[config.mk]
export PLATFORM = sky130hd
export DESIGN_NAME = div_unit_flat
export DESIGN_NICKNAME = d
export VERILOG_FILES = /design/src/rtl/div_unit_if.sv /design/src/rtl/div_unit.sv /design/src/flat_wrapper.sv
export SDC_FILE = /design/constraint.sdc
export NUM_CORES = 1
export LEC_CHECK = 0
export ABC_AREA = 1
export CAP_MARGIN = 20
export CORE_ASPECT_RATIO = 0.6
export CORE_MARGIN = 2
export CORE_UTILIZATION = 52
export DETAILED_ROUTE_END_ITERATION = 6
export DONT_BUFFER_PORTS = 1
export GPL_ROUTABILITY_DRIVEN = 0
export PLACE_DENSITY = 0.67
export SYNTH_ARGS = -nofsm -noshare
export SYNTH_HDL_FRONTEND = slang
export SYNTH_SLANG_ARGS = --single-unit
[constraint.sdc]
create_clock -name clk -period 5.9 [get_ports clk]
set_clock_uncertainty 0.1 [all_clocks]
set_input_delay 0.295 -clock clk [delete_from_list [all_inputs] [get_ports clk]]
set_output_delay 0.295 -clock clk [all_outputs]
set_load 0.03 [all_outputs]
[src/rtl/div_unit_if.sv]
// Handshake/operand bundle between the EX-stage issue logic and the iterative divider.
//   start, signed_div, flush, dividend, divisor : requester -> divider
//   busy, done, quotient, remainder              : divider -> requester
interface div_unit_if #(
    parameter int unsigned WIDTH = 32
);
    logic             start;
    logic             signed_div;
    logic             flush;
    logic [WIDTH-1:0] dividend;
    logic [WIDTH-1:0] divisor;
    logic             busy;
    logic             done;
    logic [WIDTH-1:0] quotient;
    logic [WIDTH-1:0] remainder;

    modport master (
        output start, signed_div, flush, dividend, divisor,
        input  busy, done, quotient, remainder
    );

    modport slave (
        input  start, signed_div, flush, dividend, divisor,
        output busy, done, quotient, remainder
    );
endinterface

[src/rtl/div_unit.sv]
// Iterative radix-2 restoring divider for DIV/DIVU: one quotient bit per cycle.
// Ports:
//   clk  : clock, all state on rising edge
//   rst  : synchronous active-high reset
//   bus  : div_unit_if.slave (start/signed_div/flush/dividend/divisor in,
//          busy/done/quotient(LO)/remainder(HI) out)
module div_unit #(
    parameter int unsigned WIDTH = 32
) (
    input  logic       clk,
    input  logic       rst,
    div_unit_if.slave  bus
);
    localparam int unsigned CNT_W = $clog2(WIDTH) + 1;

    typedef enum logic [1:0] {
        S_IDLE = 2'd0,
        S_RUN  = 2'd1,
        S_DONE = 2'd2
    } state_e;

    state_e             state_q, state_d;
    logic [CNT_W-1:0]   cnt_q, cnt_d;
    logic [WIDTH-1:0]   dvd_q, dvd_d;     // dividend bits shifting out, quotient bits shifting in
    logic [WIDTH-1:0]   dvs_q, dvs_d;     // |divisor|
    logic [WIDTH-1:0]   prem_q, prem_d;   // partial remainder
    logic               q_neg_q, q_neg_d;
    logic               r_neg_q, r_neg_d;
    logic               dz_q, dz_d;       // divide by zero: quotient bypasses sign fix
    logic [WIDTH-1:0]   quo_q, quo_d;
    logic [WIDTH-1:0]   rem_q, rem_d;
    logic               busy_q, busy_d;
    logic               done_q, done_d;

    logic [WIDTH:0]     shifted;
    logic [WIDTH:0]     diff;
    logic               qbit;
    logic [WIDTH-1:0]   prem_step;
    logic [WIDTH-1:0]   quo_step;
    logic               a_neg, b_neg;
    logic [WIDTH-1:0]   abs_a, abs_b;
    logic               last_iter;

    // One restoring step: shift in next dividend bit, trial-subtract |divisor|.
    always_comb begin
        shifted   = {prem_q, dvd_q[WIDTH-1]};
        diff      = shifted - {1'b0, dvs_q};
        qbit      = ~diff[WIDTH];
        prem_step = qbit ? diff[WIDTH-1:0] : shifted[WIDTH-1:0];
        quo_step  = {dvd_q[WIDTH-2:0], qbit};
        last_iter = (cnt_q == CNT_W'(WIDTH - 1));
    end

    // Operand magnitudes; unsigned requests pass straight through.
    always_comb begin
        a_neg = bus.signed_div & bus.dividend[WIDTH-1];
        b_neg = bus.signed_div & bus.divisor[WIDTH-1];
        abs_a = a_neg ? (~bus.dividend + WIDTH'(1)) : bus.dividend;
        abs_b = b_neg ? (~bus.divisor + WIDTH'(1)) : bus.divisor;
    end

    // Next-state and datapath control.
    always_comb begin
        state_d = state_q;
        cnt_d   = cnt_q;
        dvd_d   = dvd_q;
        dvs_d   = dvs_q;
        prem_d  = prem_q;
        q_neg_d = q_neg_q;
        r_neg_d = r_neg_q;
        dz_d    = dz_q;
        quo_d   = quo_q;
        rem_d   = rem_q;

        case (state_q)
            S_IDLE: begin
                if (bus.start && !bus.flush) begin
                    state_d = S_RUN;
                    cnt_d   = '0;
                    prem_d  = '0;
                    dvd_d   = abs_a;
                    dvs_d   = abs_b;
                    q_neg_d = a_neg ^ b_neg;
                    r_neg_d = a_neg;
                    dz_d    = (bus.divisor == '0);
                end
            end
            S_RUN: begin
                if (bus.flush) begin
                    state_d = S_IDLE;
                end else begin
                    dvd_d  = quo_step;
                    prem_d = prem_step;
                    cnt_d  = cnt_q + CNT_W'(1);
                    if (last_iter) begin
                        // Results land in the output registers on entry to DONE.
                        // With a zero divisor the magnitude path already yields
                        // all-ones / |dividend|; re-signing the remainder restores
                        // the raw dividend, the quotient is left alone.
                        state_d = S_DONE;
                        quo_d   = (q_neg_q && !dz_q) ? (~quo_step + WIDTH'(1)) : quo_step;
                        rem_d   = r_neg_q ? (~prem_step + WIDTH'(1)) : prem_step;
                    end
                end
            end
            S_DONE: begin
                state_d = S_IDLE;
            end
            default: begin
                state_d = S_IDLE;
            end
        endcase

        busy_d = (state_d == S_RUN);
        done_d = (state_d == S_DONE);
    end

    // State and datapath registers.
    always_ff @(posedge clk) begin
        if (rst) begin
            state_q <= S_IDLE;
            cnt_q   <= '0;
            dvd_q   <= '0;
            dvs_q   <= '0;
            prem_q  <= '0;
            q_neg_q <= 1'b0;
            r_neg_q <= 1'b0;
            dz_q    <= 1'b0;
            quo_q   <= '0;
            rem_q   <= '0;
            busy_q  <= 1'b0;
            done_q  <= 1'b0;
        end else begin
            state_q <= state_d;
            cnt_q   <= cnt_d;
            dvd_q   <= dvd_d;
            dvs_q   <= dvs_d;
            prem_q  <= prem_d;
            q_neg_q <= q_neg_d;
            r_neg_q <= r_neg_d;
            dz_q    <= dz_d;
            quo_q   <= quo_d;
            rem_q   <= rem_d;
            busy_q  <= busy_d;
            done_q  <= done_d;
        end
    end

    assign bus.busy      = busy_q;
    assign bus.done      = done_q;
    assign bus.quotient  = quo_q;
    assign bus.remainder = rem_q;
endmodule
[src/flat_wrapper.sv]
// flat-port wrapper written by rule: the top's interface ports become plain ports
module div_unit_flat 
#(
    parameter int unsigned WIDTH = 32
)
  (clk, rst, bus_start, bus_signed_div, bus_flush, bus_dividend, bus_divisor, bus_busy, bus_done, bus_quotient, bus_remainder);
  div_unit_if #(.WIDTH(WIDTH)) bus_i ();
  input  logic clk;
  input  logic rst;
  input wire logic [$bits(bus_i.start)-1:0] bus_start;
  input wire logic [$bits(bus_i.signed_div)-1:0] bus_signed_div;
  input wire logic [$bits(bus_i.flush)-1:0] bus_flush;
  input wire logic [$bits(bus_i.dividend)-1:0] bus_dividend;
  input wire logic [$bits(bus_i.divisor)-1:0] bus_divisor;
  output wire logic [$bits(bus_i.busy)-1:0] bus_busy;
  output wire logic [$bits(bus_i.done)-1:0] bus_done;
  output wire logic [$bits(bus_i.quotient)-1:0] bus_quotient;
  output wire logic [$bits(bus_i.remainder)-1:0] bus_remainder;
  assign bus_i.start = bus_start;
  assign bus_i.signed_div = bus_signed_div;
  assign bus_i.flush = bus_flush;
  assign bus_i.dividend = bus_dividend;
  assign bus_i.divisor = bus_divisor;
  assign bus_busy = bus_i.busy;
  assign bus_done = bus_i.done;
  assign bus_quotient = bus_i.quotient;
  assign bus_remainder = bus_i.remainder;
  div_unit #(.WIDTH(WIDTH)) u_core (.clk(clk), .rst(rst), .bus(bus_i));
endmodule
# Yosys cells after proc, flatten, opt, wreduce, memory -nomap -nowiden
# Cells that the tools add are included.
# word_totals
ff_bits	173
output_inout_bits	66
# op_classes
addsub	6
n_eq_ne	6
mux	18
bitwise_logic	9
reduce_logical	10
# ops
cell	count
32-bit two-way mux	9
32-bit by 1-bit adder with 32-bit output (second input constant)	4
32-bit inverter	4
32-bit one-hot mux with 2 select lines	2
33-bit by 32-bit subtractor with 33-bit output	1
32-bit zero test	1
6-bit two-way mux	2
6-bit one-hot mux with 2 select lines	1
6-bit by 1-bit adder with 6-bit output (second input constant)	1
6-bit by 5-bit == test with 1-bit output (second input constant)	1
2-bit two-way mux	3
3-bit AND reduction	2
2-bit by 1-bit == test with 1-bit output (second input constant)	2
2-bit one-hot mux with 2 select lines	1
1-bit bitwise AND	2
2-bit == test (second input constant)	1
1-bit logical AND	2
1-bit zero test	2
2-bit zero test	1
2-bit by 1-bit != test with 1-bit output (second input constant)	1
2-bit != test (second input constant)	1
1-bit inverter	2
2-bit AND reduction	1
2-bit nonzero test	1
1-bit XOR	1

# Depth between registers and ports, before layout
# Gate-level depths: netlist of run 1.
# depth
word_depth	5
mapped_depth	29
ltp_nobuf	27

# Least setup slack after synthesis of run 1
# No wires, ideal clock.
# synth_timing
path_kind	flip-flop to flip-flop
startpoint	reg u_core.dvd_q[31]
endpoint	reg u_core.quo_q[30] (netlist: u_core.bus.quotient[30])
setup_ns	0.115
t_arrival_ns	3.910
path_slack_ns	1.774
stages_incl_launch_ff	30
n_path_buf	2
synth_period_minus_slack_ns	4.126
path_cell_list	dfxtp_1 > inv_1 > ha_1 > fa_1 > inv_1 > nand2_1 > nand2_1 > nand3_1 > nand2_2 > nand2_1 > nand2_2 > nand2_4 > nand2_4 > nand2_4 > nand2_8 > buf_6 > buf_2 > ha_1 > nand2_1 > nor3_1 > nand2_1 > nor3_1 > nand2_1 > o21ai_0 > o21ai_0 > a21oi_1 > o21ai_0 > xor2_1 > o21ai_0 > inv_1
# synth_via
elab_chain_cells	5
# synth_rtl
item	line_no	rtl
from (decl)	div_unit.sv:24	logic [WIDTH-1:0] dvd_q, dvd_d;
from (signal assigned)	div_unit.sv:136	dvd_q <= dvd_d;
33-bit by 32-bit subtractor with 33-bit output	div_unit.sv:47	diff = shifted - {1'b0, dvs_q};
1-bit inverter	div_unit.sv:48	qbit = ~diff[WIDTH];
32-bit inverter	div_unit.sv:101	quo_d = (q_neg_q && !dz_q) ? (~quo_step + WIDTH'(1)) : quo_step;
32-bit by 1-bit adder with 32-bit output	div_unit.sv:101	
32-bit two-way mux	div_unit.sv:101	
to (signal assigned)	div_unit.sv:142	quo_q <= quo_d;
to (decl)	div_unit.sv:30	logic [WIDTH-1:0] quo_q, quo_d;
# No other way between the ends.
# A chain may end at the register's enable or synchronous reset.

# Final worst setup path of run 1
# Ends and elaborated chain as after synthesis.

==> results.json, run 1 <==
{
  "setup-violations-final": 0,
  "yosysWarnings": 0,
  "synth-compound-area-share_pct": 19.3,
  "antenna_found_initial": 0,
  "power_density_nw_per_um2": 278,
  "h-tree-depth": 4,
  "grt-busiest-layer": "met1",
  "max_cap_violations": 0,
  "clk_path_buf_depth": 2,
  "status": "finished, final reports clean",
  "vdd.ir_drop.worst_mv": 0.193,
  "initial_core_util_pct": 52.5,
  "cts-hold-fix-buffers": 31,
  "period_share_pct": 81.3,
  "antenna_cells": 0,
  "syn_inst": 2055,
  "grt_util_met2_pct": 41.9,
  "synth_xor_area_share_pct": 4.24,
  "cts_resized": 0,
  "drtPass1Iterations": 6,
  "tns_ps": 0,
  "synth_fa_ha_area_share_pct": 3.83,
  "die_x_um": 205,
  "cts_tree": "yes",
  "path_class": "reg -> reg",
  "hold_path_class": "in -> reg",
  "wl_um": 42800,
  "ff2ff_setup_slack_ps": 1100,
  "fin_nets": 2147,
  "syn_to_final_growth_pct": 8.65,
  "yosysTopAreaCellShare_pct": 27.5,
  "cts_buffers": 17,
  "worstRegToRegCells": 27,
  "fillers": 2413,
  "critPathRequiredTime_ps": 6130,
  "gr-usage-met1_pct": 52.5,
  "seq_area_frac_synth_pct": 27.5,
  "start_kind": "register",
  "synthTopCellsByArea": "dfxtp_1 (27%), nand2_1 (16%), inv_1 (8.3%)",
  "clockRootBuffer": "clkbuf_16",
  "synthSimpleGateAreaFrac_pct": 33.7,
  "synth-edff-count": 0,
  "final_antenna_net_count": 0,
  "synth-async-reset-ratio_pct": 0,
  "overflow": 0,
  "rsz0062_at_grt": "no",
  "grt_use_met3_pct": 14.4,
  "vias": 13331,
  "dp_hpwl_um": 32700,
  "finalCriticalPeriod_ps": 4800,
  "rows": 44,
  "ys_types": 57,
  "synth_top_family_by_area": "simple AND/OR/NAND/NOR gates",
  "cp_slowest_cell": "nor3_1",
  "synth_ff_type": "dfxtp_1",
  "drt_iter0_drc": 1611,
  "cts_setup_buffers": 0,
  "grt_use_total_pct": 33.9,
  "whs_ps": 21.1,
  "tightest_slew_ps": 970,
  "syn_nets": 2162,
  "ys_ff_latch": 173,
  "grt_pass1_wl_um": 67100,
  "die_area_um2": 25500,
  "cp_slowest_stage_delay_ps": 400,
  "drv_slew": 0,
  "critPathCaptureType": "register",
  "synthesis.area_um2": 12600,
  "drc_errors": 0,
  "drive_above_1_share_pct": 6.04,
  "grt_pass1_vias": 11968,
  "io_buffers": 0,
  "layout_commonest_cell": "nand2_1",
  "clock_sinks": 173,
  "holdPathStages": 2,
  "wl_per_cell_um": 18.0,
  "fp.dieH_um": 125,
  "path_common_cell": "nand2_1",
  "final_cell_mix": "nand2_1 (529), inv_1 (277), nor2_1 (213)",
  "clk_latency_ps": 440,
  "path_max_fanout": 55,
  "clk_pin_slew_worst_paths_ps": 70,
  "grt_max_degree": 71,
  "core-area_um2": 24000,
  "fmax_ghz": 0.208,
  "syn_avg_cell_area_um2": 6.13,
  "finalHoldViolCount": 0,
  "slew_headroom_pct": 35.2,
  "crit_arrival_ps": 5030,
  "num_io_pins": 135,
  "p_leak_nw": 6.67,
  "avgViaCountPerCell": 5.61,
  "synth_area_leader_cell": "dfxtp_1",
  "muxShareOfSynthArea_pct": 0
}
## synthesized netlist by cell type (4+ instances only)
master,count
a21oi_1,169
a31oi_1,10
buf_1,5
buf_2,6
buf_6,4
clkbuf_1,55
clkinv_1,6
dfxtp_1,173
ha_1,37
inv_1,278
inv_2,4
nand2_1,529
nand2_2,34
nand2_4,7
nand3_1,83
nand3_2,6
nand3b_1,7
nand4_1,21
nor2_1,216
nor2_2,10
nor3_1,46
nor4_1,7
o211ai_1,21
o21ai_0,162
o21ai_1,12
o21bai_1,11
o22ai_1,19
o32ai_1,6
xnor2_1,23
xor2_1,38
## final cells by class
class / instances / area [um2] / area share (%)
flip-flops and latches: 173 / 3460 / 25.3
repair buffers: 41 / 423 / 3.09
clock inverters: 14 / 183 / 1.33
clock buffers: 18 / 429 / 3.13
well taps: 322 / 403 / 2.94
inverters: 288 / 1080 / 7.90
multi-input cells: 1519 / 7710 / 56.3
## worst max-delay path, delay by kind of cell, from the launching register on
kind            cells  cell delay, ps
fa+ha+maj           3             830
simple gates       15            2000
xor+xnor            1             160
flops               1             330
buf+inv             3             200
compound gates      5            1060
## registers in the layout, summed over array words and instances, names as in the netlist
name	flops
u_core.dvs_q	32
u_core.cnt_q	6
u_core.state_q	2
u_core.bus.remainder	32
u_core.dvd_q	32
u_core.dz_q	1
u_core.prem_q	32
u_core.bus.done	1
u_core.q_neg_q	1
u_core.bus.busy	1
u_core.r_neg_q	1
u_core.bus.quotient	32
## metrics by stage
| step | area [um2] | util [%] | power [W] | instances | setup slack [ps] |
|---|---|---|---|---|---|
| detailed placement | 12700 | 53.0 | 0.00253 | 2311 | 1260 |
| floorplan | 12600 | - | 0.00223 | 2055 | 1770 |
| global route | 13700 | 57.0 | 0.00401 | 2375 | 678 |
| finish | 13700 | 57.0 | 0.00380 | 2375 | 1100 |
| global placement | 12700 | 53.0 | 0.00251 | 2311 | 1420 |
| CTS | 13700 | 56.9 | 0.00376 | 2374 | 1180 |
## power breakdown
group	total (W)	internal, W	switching (W)
Sequential	0.00126	0.00121	0.0000539
Clock	0.00121	0.000677	0.000534
Combinational	0.00133	0.000401	0.000929
## path summary, 6_finish.rpt
check	from	end
worst max register to register	u_core.dvd_q[31]$_SDFFE_PP0P_	u_core.bus.quotient[30]$_SDFFE_PP0P_
worst min register to register	u_core.dvs_q[0]$_SDFFE_PP0P_	u_core.dvs_q[0]$_SDFFE_PP0P_
worst max-delay path	u_core.dvd_q[31]$_SDFFE_PP0P_	u_core.bus.quotient[30]$_SDFFE_PP0P_
worst min-delay path	bus_divisor[15]	u_core.dvs_q[15]$_SDFFE_PP0P_
## cells by family after synthesis
family	Yosys count
AOI/OAI and AO/OA	438
adders and majority gates	38
buffers and inverters	363
and+or+nand+nor	982
DFF	173
xor gates and xnor gates	61
## routing by layer
metal / vias up / share of wire (%)
li1: 6624 / -
met1: 5994 / 48
met2: 662 / 36
met3: 51 / 15
met4: 0 / 1.5
met5: - / 0
Power figures use the tool's default switching activity.
==> run 2, diff against run 1 <==
--- a/config.mk
+++ b/config.mk
@@ -5,7 +5,7 @@
 export SDC_FILE = /design/constraint.sdc
 export NUM_CORES = 1
 export LEC_CHECK = 0
-export ABC_AREA = 1
+export ABC_AREA = 0
 export CAP_MARGIN = 20
 export CORE_ASPECT_RATIO = 0.6
 export CORE_MARGIN = 2
@@ -13,7 +13,7 @@
 export DETAILED_ROUTE_END_ITERATION = 6
 export DONT_BUFFER_PORTS = 1
 export GPL_ROUTABILITY_DRIVEN = 0
-export PLACE_DENSITY = 0.67
+export PLACE_DENSITY = 0.7
 export SYNTH_ARGS = -nofsm -noshare
 export SYNTH_HDL_FRONTEND = slang
 export SYNTH_SLANG_ARGS = --single-unit
==> constraint.sdc (replaced) <==
create_clock -name clk -period 4.29 [get_ports clk]
set_clock_uncertainty 0.1 [all_clocks]
set_input_delay 0.2145 -clock clk [delete_from_list [all_inputs] [get_ports clk]]
set_output_delay 0.2145 -clock clk [all_outputs]
set_load 0.03 [all_outputs]
==> results.json, run 2 <==
{
  "status": "finished with violations",
  "violations": "negative setup slack",
  "clk_pin_slew_worst_paths_ps": 70,
  "h-tree-depth": 4,
  "vdd.ir_drop.worst_mv": 0.283,
  "crit_arrival_ps": 4690,
  "setup-violations-final": 9,
  "drv_slew": 0,
  "yosysTopAreaCellShare_pct": 29.4,
  "final_antenna_net_count": 0,
  "num_io_pins": 135,
  "drt_iter0_drc": 1335,
  "drtPass1Iterations": 6,
  "syn_inst": 1588,
  "setup_slack_ps": -124,
  "synthesis.area_um2": 11800,
  "vias": 12544,
  "max_cap_violations": 0,
  "grt_use_total_pct": 32.0,
  "ys_types": 82,
  "final_cell_mix": "nor2_1 (239), dfxtp_1 (172), nand2_1 (142)",
  "overflow": 0,
  "dp.cells": 1907,
  "stdcell_count": 2060,
  "grt_pass1_wl_um": 60600,
  "syn_avg_cell_area_um2": 7.43,
  "slew_headroom_pct": 21.5,
  "p_leak_nw": 5.93,
  "fin_total_pwr_w": 0.00448,
  "critPathRequiredTime_ps": 4570,
  "dp_hpwl_um": 26700,
  "hold_path_class": "in -> reg",
  "critPathCaptureType": "register",
  "power_density_nw_per_um2": 302,
  "fmax_ghz": 0.227,
  "path_class": "reg -> reg",
  "grt_pass1_vias": 11415,
  "synth.most_common_cell": "nor2_1",
  "grt_max_degree": 113,
  "clock_sinks": 173,
  "antenna_found_initial": 0,
  "clockRootBuffer": "clkbuf_16",
  "finish.utilization_pct": 66.9,
  "initial_core_util_pct": 53.2,
  "layout_commonest_cell": "nor2_1",
  "die_x_um": 198,
  "syn_nets": 1695,
  "whs_ps": 50.5,
  "synth_area_leader_cell": "dfxtp_1",
  "yosysWarnings": 0,
  "wl_per_cell_um": 18.7,
  "rows": 42,
  "antenna_cells": 0,
  "core-area_um2": 22200,
  "drive_above_1_share_pct": 13.0,
  "synth-async-reset-ratio_pct": 0,
  "drc_errors": 0,
  "io_buffers": 0,
  "fp.dieH_um": 121,
  "tightest_slew_ps": 1160,
  "synth_common_cells": "nor2_1 (244), dfxtp_1 (173), nand2_1 (145), a21oi_1 (142), clkbuf_1 (87)",
  "path_max_fanout": 7,
  "synth-edff-count": 0,
  "avgViaCountPerCell": 6.09,
  "period_share_pct": 103,
  "die_area_um2": 23900,
  "start_kind": "register",
  "cts_buffers": 17,
  "fin_nets": 1846,
  "cts_tree": "yes",
  "ys_ff_latch": 173,
  "syn_to_final_growth_pct": 25.7,
  "wl_um": 38600,
  "finalHoldViolCount": 0,
  "seq_area_frac_synth_pct": 29.4,
  "detailedPlace.worstSlack_ps": -437,
  "synthTopCellsByArea": "dfxtp_1 (29%), nor2_1 (7.8%), a21oi_1 (6.0%)",
  "synth_ff_type": "dfxtp_1",
  "finalCriticalPeriod_ps": 4410,
  "clk_latency_ps": 440,
  "rsz0062_at_grt": "yes",
  "clk_path_buf_depth": 2
}
## run 2: layout make-up
type                            instances  area, um2
Sequential cell                       173       3470
Tap cell                              308        385
Inverter                               55        211
Multi-Input combinational cell       1263       8100
Timing Repair Buffer                  229       2050
Clock inverter                         12        163
Clock buffer                           20        457
Fill cell                            1950       7350
## run 2: timing repair
| action | 4_1_cts | 5_1_grt |
|---|---|---|
| buffers inserted | 2 | 5 |
| gates resized for setup | 13 | 26 |
| setup endpoints to repair | 19 | 31 |
| pin swaps | 14 | 13 |
| hold buffers | 114 | 1 |
| endpoints found under the hold margin | 170 | 1 |
## run 2: metrics by stage
step	TNS [ps]	instance area [um2]
after floorplan	-8990	12000
after global placement	-1710	12800
after detailed placement	-3040	12800
after CTS	-250	14700
after global routing	-2890	14800
final	-628	14800
## run 2: where the power goes
part           internal [W]  switching (W)
Sequential          0.00165      0.0000511
Clock              0.000953       0.000715
Combinational      0.000474       0.000631
## run 2: path summary, 6_finish.rpt
| check | from | endpoint | slack [ps] | cells past startpoint |
|---|---|---|---|---|
| max | u_core.dvd_q[31]$_SDFFE_PP0P_ | u_core.bus.remainder[16]$_SDFFE_PP0P_ | -120 | 22 |
| min | rst | u_core.bus.remainder[27]$_SDFFE_PP0P_ | 50 | 2 |
| max reg2reg | u_core.dvd_q[31]$_SDFFE_PP0P_ | u_core.bus.remainder[16]$_SDFFE_PP0P_ | -120 | 22 |
| min reg2reg | u_core.dvs_q[5]$_SDFFE_PP0P_ | u_core.dvs_q[5]$_SDFFE_PP0P_ | 460 | 2 |
## run 2: critical path, cell delays in order, from the launching register on
cell and delay [ps]:
dfxtp_4 340, inv_2 40, ha_4 150, fa_2 340
nand2b_4 150, a211o_1 280, o21a_4 230, o311ai_4 270
a31oi_4 160, xnor2_4 230, clkinv_4 130, a21oi_4 180
ha_4 170, nand2_2 60, nand4b_1 180, mux2i_1 180
a311oi_2 60, buf_4 190, buf_6 140, o41ai_2 340
xor2_1 190, nand2_1 70, a21oi_1 150
## run 2: kinds of logic after synthesis
family	Yosys count	share of synthesized area (%)
and+or+nand+nor	617	24.4
buffers and inverters	152	5.00
DFF	173	29.4
AOI/OAI and AO/OA	462	25.8
xor gates and xnor gates	116	8.77
muxes	30	2.66
adders and majority gates	38	4.09
## run 2: per-layer routing
layer  vias to the layer above  share of wire (%)  track usage (%)
met1                      5863                 47             47.4
met3                        61                 11             8.98
met2                       565                 41             45.6
li1                       6055                  -                -
met5                         -                  0                0
met4                         0                1.5             7.37
==> run 3, diff against run 2 <==
--- a/config.mk
+++ b/config.mk
@@ -14,6 +14,7 @@
 export DONT_BUFFER_PORTS = 1
 export GPL_ROUTABILITY_DRIVEN = 0
 export PLACE_DENSITY = 0.7
+export SETUP_SLACK_MARGIN = 0.05
 export SYNTH_ARGS = -nofsm -noshare
 export SYNTH_HDL_FRONTEND = slang
 export SYNTH_SLANG_ARGS = --single-unit
==> results.json, run 3 (synthesized netlist as in run 2, its figures left out) <==
{
  "status": "finished with violations",
  "violations": "negative setup slack",
  "combPwrFrac_pct": 25.3,
  "tightest_slew_ps": 1080,
  "dp.cells": 1910,
  "drive_above_1_share_pct": 14.3,
  "cts_buffers": 17,
  "clockRootBuffer": "clkbuf_16",
  "final_cell_mix": "nor2_1 (239), dfxtp_1 (172), nand2_1 (141)",
  "finalHoldViolCount": 0,
  "p_sw_w": 0.00144,
  "grt_max_degree": 105,
  "setup-violations-final": 8,
  "fp.dieH_um": 121,
  "overflow": 0,
  "h-tree-depth": 4,
  "drt_iter0_drc": 1293,
  "min_from": "bus_dividend[1]",
  "path_class": "reg -> reg",
  "drtPass1Iterations": 6,
  "critPathCaptureType": "register",
  "hold_path_class": "in -> reg",
  "path_common_cell": "ha_4",
  "power_density_nw_per_um2": 298,
  "cts_tree": "yes",
  "fillers": 1900,
  "io_buffers": 0,
  "layout_commonest_cell": "nor2_1",
  "swShare_pct": 32.3,
  "initial_core_util_pct": 53.2,
  "period_share_pct": 105,
  "rows": 42,
  "start_kind": "register",
  "antenna_found_initial": 0,
  "clk_latency_ps": 450,
  "finalCriticalPeriod_ps": 4490,
  "num_io_pins": 135,
  "crit_arrival_ps": 4760,
  "max_cap_violations": 0,
  "drv_slew": 0,
  "critPathRequiredTime_ps": 4560,
  "grt_pass1_wl_um": 60600,
  "p_leak_nw": 5.94,
  "seqPwrFrac_pct": 38.4,
  "final_antenna_net_count": 0,
  "clock_sinks": 173,
  "crit_family": "compound AO/OA/AOI/OAI gates",
  "crit_path_start": "u_core.dvd_q[31]$_SDFFE_PP0P_",
  "grt_use_total_pct": 31.9,
  "vias": 12558,
  "finish.utilization_pct": 67.1,
  "wl_um": 39100,
  "clk_pin_slew_worst_paths_ps": 70,
  "grt_pass1_vias": 11316,
  "detailedPlace.worstSlack_ps": -488,
  "die_area_um2": 23900,
  "drc_errors": 0,
  "p_int_w": 0.00300,
  "worst-path-buf-inv": 2,
  "rsz0062_at_grt": "yes",
  "setup_slack_ps": -203,
  "avgViaCountPerCell": 6.10,
  "vdd.ir_drop.worst_mv": 0.291,
  "wl_per_cell_um": 19.0,
  "cp_slowest_cell": "or3_4",
  "cp_slowest_stage_delay_ps": 420,
  "fin_nets": 1845,
  "stdcell_count": 2060,
  "r2r-start": "u_core.dvd_q[31]$_SDFFE_PP0P_",
  "ff2ff_setup_slack_ps": -200,
  "die_x_um": 198,
  "path_max_fanout": 6,
  "clk_path_buf_depth": 2,
  "fin_total_pwr_w": 0.00444,
  "dp_hpwl_um": 26900,
  "path_cells": "inv_2 > ha_4 > fa_2 > nand2b_4 > a211o_1 > o21a_4 > o311ai_4 > a31oi_4 > xnor2_4 > clkinv_4 > a21oi_4 > ha_4 > nand2_2 > nand4b_1 > mux2i_1 > a311oi_2 > or3_4 > nor4_4 > mux2_4 > a211oi_2",
  "core-area_um2": 22200,
  "slew_headroom_pct": 27.8,
  "fmax_ghz": 0.223,
  "syn_to_final_growth_pct": 26.1,
  "clockPowerShare_pct": 36.3
}
run 3: area by class of cell:
| cell class | instances | area (um2) | share of cell area (%) |
|---|---|---|---|
| Antenna cell | 1 | 2.50 | 0.0168 |
| Clock buffer | 17 | 425 | 2.86 |
| Clock inverter | 15 | 163 | 1.09 |
| Inverter | 55 | 211 | 1.42 |
| Multi-Input combinational cell | 1263 | 8170 | 54.9 |
| Sequential cell | 173 | 3470 | 23.3 |
| Tap cell | 308 | 385 | 2.59 |
| Timing Repair Buffer | 228 | 2050 | 13.8 |
run 3: tightest hold or removal path: cells and delay by family:
family	cells	cell delay [ps]
buf+inv	1	50
compound gates	3	260
run 3: power groups by stage:
stage	combinational (W)	clock [W]	sequential (W)
global route	0.00120	0.00169	0.00171
global placement	0.000920	0	0.00174
CTS	0.00104	0.00162	0.00170
floorplan	0.000668	0	0.00172
detailed placement	0.000937	0	0.00174
finish	0.00112	0.00161	0.00170
run 3: path summary, 6_finish.rpt:
path,to,cells after the start
worst max-delay path,u_core.bus.remainder[28]$_SDFFE_PP0P_,20
worst min-delay path,u_core.dvd_q[1]$_SDFFE_PP0P_,4
worst max register to register,u_core.bus.remainder[28]$_SDFFE_PP0P_,20
worst min register to register,u_core.bus.quotient[1]$_SDFFE_PP0P_,2
run 3: per-layer routing:
metal  up-vias  share of wire, %  wire length (um)  track usage [%]
met1      5931                46             18000             46.5
met4         0               1.3               513             6.86
li1       6049                 -                 -                -
met2       533                42             16400             45.9
met5         -                 0                 0                0
met3        45                11              4180             9.82
run 3: stage by stage:
stage	hold slack, ps	cell area (um2)	setup TNS [ps]
after floorplan	250	12000	-8980
after global placement	201	12800	-1800
after detailed placement	201	12800	-3170
after CTS	10.7	14600	-518
after global routing	31.5	14900	-3340
final	22.8	14900	-1000
run 3: what timing repair did:
action	CTS	global route
hold endpoints to repair	170	0
hold buffers	103	0
buffers inserted	5	9
cloned	0	1
resized for setup	23	38
setup endpoints to repair	23	37
pin swaps	19	23
